**src/rtl/tone_gen.sv**
```systemverilog
// tone_gen: square-wave note player with programmable half-period and duration,
// followed by a fixed silent gap and a one-cycle done pulse.
module tone_gen #(
  parameter int DIV_W     = 25,
  parameter int DUR_W     = 16,
  parameter int TICK_DIV  = 50_000,
  parameter int GAP_TICKS = 20
) (
  input  logic             clk,
  input  logic             reset,
  input  logic             start,
  input  logic [DIV_W-1:0] half_period,
  input  logic [DUR_W-1:0] duration,
  input  logic             stop,
  input  logic             mute,
  output logic             ready,
  output logic             busy,
  output logic             done,
  output logic             spk
);
  localparam int TW = $clog2(TICK_DIV);
  localparam int GW = $clog2(GAP_TICKS + 1);
  typedef enum logic [1:0] {IDLE, PLAY, GAP} state_t;
  state_t state, state_d;
  logic [DIV_W-1:0] hp_q, div_cnt;
  logic [DUR_W-1:0] dur_q, dur_cnt;
  logic [TW-1:0] tick_cnt;
  logic [GW-1:0] gap_cnt;
  logic tone, done_q;
  logic accept, tick, div_wrap, play_end, gap_end;
  assign accept   = state == IDLE && start && !stop;
  assign tick     = tick_cnt == TW'(TICK_DIV - 1);
  assign div_wrap = hp_q != '0 && div_cnt == hp_q - DIV_W'(1);
  assign play_end = state == PLAY && tick && dur_cnt == dur_q - DUR_W'(1);
  assign gap_end  = state == GAP && tick && gap_cnt == GW'(GAP_TICKS - 1);
  always_comb begin
    state_d = accept ? (duration == '0 ? GAP : PLAY) :
              (state != IDLE && stop) ? IDLE :
              play_end ? GAP :
              gap_end ? IDLE : state;
  end
  always_ff @(posedge clk or posedge reset) begin
    if (reset) state <= IDLE;
    else state <= state_d;
  end
  always_ff @(posedge clk or posedge reset) begin
    if (reset) begin
      hp_q     <= '0;
      dur_q    <= '0;
      div_cnt  <= '0;
      dur_cnt  <= '0;
      tick_cnt <= '0;
      gap_cnt  <= '0;
      tone     <= 1'b0;
      done_q   <= 1'b0;
    end else begin
      done_q <= gap_end && !stop;
      if (accept) begin
        hp_q     <= half_period;
        dur_q    <= duration;
        div_cnt  <= '0;
        dur_cnt  <= '0;
        tick_cnt <= '0;
        gap_cnt  <= '0;
        tone     <= 1'b0;
      end else if (state == IDLE || stop) begin
        div_cnt  <= '0;
        dur_cnt  <= '0;
        tick_cnt <= '0;
        gap_cnt  <= '0;
        tone     <= 1'b0;
      end else begin
        tick_cnt <= tick ? '0 : tick_cnt + TW'(1);
        if (state == PLAY) begin
          div_cnt <= div_wrap ? '0 : (hp_q == '0 ? '0 : div_cnt + DIV_W'(1));
          tone    <= !play_end && (tone ^ div_wrap);
          dur_cnt <= play_end ? '0 : dur_cnt + DUR_W'(tick);
        end else begin
          tone    <= 1'b0;
          gap_cnt <= gap_end ? '0 : gap_cnt + GW'(tick);
        end
      end
    end
  end
  assign ready = state == IDLE;
  assign busy  = !ready;
  assign done  = done_q;
  // mute gates only the pin, so the divider phase survives a muted stretch
  assign spk   = tone && !mute;
endmodule

```
**config.mk**
```make
export PLATFORM = sky130hd
export DESIGN_NAME = tone_gen
export DESIGN_NICKNAME = d
export VERILOG_FILES = /design/src/rtl/tone_gen.sv
export SDC_FILE = /design/constraint.sdc
export NUM_CORES = 1
export LEC_CHECK = 0
export BUFFER_PORTS_ARGS = -buffer_cell sky130_fd_sc_hd__buf_2
export CORE_MARGIN = 5
export CORE_UTILIZATION = 42
export DETAILED_ROUTE_END_ITERATION = 12
export PLACE_DENSITY_LB_ADDON = 0.05
export RECOVER_POWER = 25
export SLEW_MARGIN = 10
export SYNTH_ARGS = -nofsm -noshare
export SYNTH_HDL_FRONTEND = slang
export SYNTH_SLANG_ARGS = --single-unit
```
**constraint.sdc**
```tcl
create_clock -name clk -period 3.8 [get_ports clk]
set_clock_uncertainty 0.2 [all_clocks]
set_input_delay 0.38 -clock clk [delete_from_list [all_inputs] [get_ports clk]]
set_output_delay 0.38 -clock clk [all_outputs]
set_load 0.01 [all_outputs]
```
==> flow_metrics.py <==
metrics = {
    "run_status": {
        "status": "finished with violations",
        "violations": "max-capacitance violations, max-slew violations",
    },
    "layout": {
        "nets": 838,
        "syn_to_final_growth_pct": 12.4,
        "layout_common_cells": "107 x dfrtp_1, 61 x nand2_1, 51 x nor2_1",
        "fill_cells": 1564,
        "antenna_cells": 0,
        "drive_above_1_share_pct": 19.7,
        "fin_util_pct": 48.3,
        "final_common_cell": "dfrtp_1",
    },
    "clocking": {
        "cts_tree": "done",
        "clk_path_buf_depth": 2,
        "clk_pin_slew_ns": 0.07,
        "cts_buffers": 9,
        "cts-root-buf": "clkbuf_16",
        "cts.sinks": 107,
        "clock_latency_ns": 0.36,
        "ctsHtreeMaxLevel": 3,
    },
    "synth": {
        "synth_top_area_share_pct": 38.9,
        "ys_async_sr_fraction_pct": 100,
        "syn_nets": 789,
        "ys_seq_area_share_pct": 38.9,
        "ys_ff_latch": 107,
        "synth_area_per_cell_sq_um": 9.38,
        "synth_edf_count": 0,
        "synth.largest_area_cell": "dfrtp_1",
        "ys_warn_count": 0,
        "synth_top_flop_cell": "dfrtp_1",
        "synth_cells": 734,
        "synth.area.top_cells": "dfrtp_1 39%, mux2_2 6.2%, xnor2_1 5.3%, xor2_1 3.4%, nand2_1 3.3%",
        "post_synth_instance_area_sq_um": 6880,
        "yosysUniqueCellTypes": 76,
    },
    "routing": {
        "via_per_inst": 5.82,
        "drc": 0,
        "wirelength_mm": 17.9,
        "drt_iter0_markers": 343,
        "ant_nets": 0,
        "wl_per_cell_um": 17.9,
        "vias": 5835,
        "drtPass1Iterations": 5,
    },
    "worst_setup_path": {
        "path_buf_inv": 0,
        "crit_top_cell": "or4b_1",
        "cp.arrival_ns": 3.66,
        "crit_type": "reg -> reg",
        "slowest_delay_ns": 0.63,
        "critPathTopFamily": "simple AND/OR/NAND/NOR gates",
        "r2r_start": "hp_q[2]",
        "start_kind": "flop",
        "critPathCaptureType": "flop",
        "cp_cell_sequence": "or4_1 -> or4_4 -> nor4_1 -> or4b_1 -> a211oi_4 -> o211a_1 -> or4b_1 -> o311ai_0",
        "path_max_fanout": 11,
        "crit_start": "hp_q[2]",
        "cp_data_required_time_ns": 3.85,
        "worst_path_max_delay_cell": "or4_1",
    },
    "grt": {
        "antenna_found_initial": 0,
        "grt_overflow": 0,
        "grt_usage_pct": 18.8,
        "grt_max_degree": 58,
        "grt_pass1_wl_mm": 30.3,
        "grt_pass1_vias": 5906,
    },
    "floorplanning": {
        "die_area_sq_um": 19100,
        "dieHeight_um": 138,
        "coreArea_sq_um": 16000,
        "rows": 46,
        "initial_utilization_pct": 43.0,
        "die_w_um": 138,
        "ioPinCount": 50,
    },
    "power": {
        "p_leak_uw": 0.00304,
        "powerDensity_nw_per_um2": 460,
        "vdd_drop_max_mv": 0.248,
    },
    "timing": {
        "setup_slack_ns": 0.189,
        "tightest_slew_ns": 1.99,
        "finalHoldViolCount": 0,
        "setup_viol": 0,
        "final.period_utilization_pct": 95.0,
        "min_period_ns": 3.61,
        "maxSlewViolCount": 51,
        "timing.slew.headroom_pct": -33.1,
        "fmax_mhz": 277,
        "setup_tns_ns": 0,
        "rsz0062_at_grt": "false",
    },
    "place": {
        "place_ws_ns": 0.0960,
        "place_congestion": 0.905,
        "port_buffers": 49,
        "hpwl_mm": 13.2,
    },
    "hold_path": {
        "hold_class": "in -> reg",
        "min_from": "half_period[6]",
    },
    "flow_run": {
        "cap_violations": 1,
    },
}
[cells in the mapped netlist, types with 4 or more instances]
cell type,count
dfrtp_1,107
nand2_1,61
nor2_1,51
xnor2_1,42
mux2_2,38
nand3_1,37
xor2_1,27
nor3_1,26
a21oi_1,23
clkbuf_1,23
nor4_1,20
o21ai_0,20
and3_1,19
nand2b_1,18
or3_1,18
a31oi_1,15
inv_1,14
o211ai_1,13
nand4_1,10
a211oi_1,9
ha_1,9
or4_1,9
o41ai_1,7
a22o_1,6
o21ai_1,6
o2111ai_1,5
o31ai_1,5
a22oi_1,4
and2_1,4
buf_2,4
buf_6,4
nand3b_1,4
nor2b_1,4
o211ai_2,4
or2_2,4
or4_4,4
[final cells by class]
class	count	area, sq um	share of cell area [%]
Multi-Input combinational cell	578	4010	51.8
Sequential cell	107	2680	34.6
Timing Repair Buffer	73	438	5.66
Tap cell	216	270	3.49
Clock buffer	9	225	2.91
Clock inverter	5	63.8	0.825
Inverter	14	52.6	0.679
[what timing repair did]
action,in CTS,in global routing
endpoints found under the setup margin,0,24
resized for setup,0,2
hold endpoints to repair,50,0
buffers inserted,0,1
hold buffers,1,0
[power by group]
group / internal [uW] / switching (uW)
registers: 1290 / 234
clock network: 512 / 447
logic: 500 / 573
[cell families after synthesis]
logic type / synth area share [%]
mux: 6.51
buf+inv: 3.29
simple gates: 25.4
xor+xnor: 8.78
flops: 38.9
compound gates: 15.5
fa+ha+maj: 1.64
[path summary, 6_finish.rpt]
kind / endpoint / slack [ns] / cells past startpoint
worst min-delay path: hp_q[6] / 0.05 / 2
worst max register to register: div_cnt[2] / 0.19 / 8
max in group asynchronous: hp_q[17] / 1.22 / 3
worst min register to register: tick_cnt[0] / 0.26 / 1
min in group asynchronous: gap_cnt[0] / 1.01 / 3
worst max-delay path: div_cnt[2] / 0.19 / 8
[state kept, by name, indices dropped and copies added (netlist names)]
| signal | cells |
|---|---|
| div_cnt | 25 |
| done | 1 |
| dur_cnt | 16 |
| dur_q | 16 |
| gap_cnt | 5 |
| hp_q | 25 |
| state | 2 |
| tick_cnt | 16 |
| tone | 1 |
[layer usage]
metal,vias to the layer above,global-route usage (%),wire (um)
met1,2904,26.8,8950
met5,-,0,0
met3,14,3.45,603
met4,0,4.84,185
li1,2824,-,-
met2,93,29.6,8180
[through the flow]
step	instance area, sq um	hold WS, ns	std cells	power, uW
finish	7730	0.0496	1002	3560
global route	7730	0.0378	1002	3780
CTS	7720	0.0314	1001	3580
detailed placement	7420	0.256	986	2600
global placement	7420	0.243	986	2570
floorplan	6880	0.225	734	2280
[worst reg2reg max path: cells and delay by family (launching register included)]
kind               cells  cell delay, ns
and+or+nand+nor        5            2.38
DFF                    1            0.48
AOI/OAI and AO/OA      3            0.45
No activity file was read; power rests on OpenSTA's default activity.
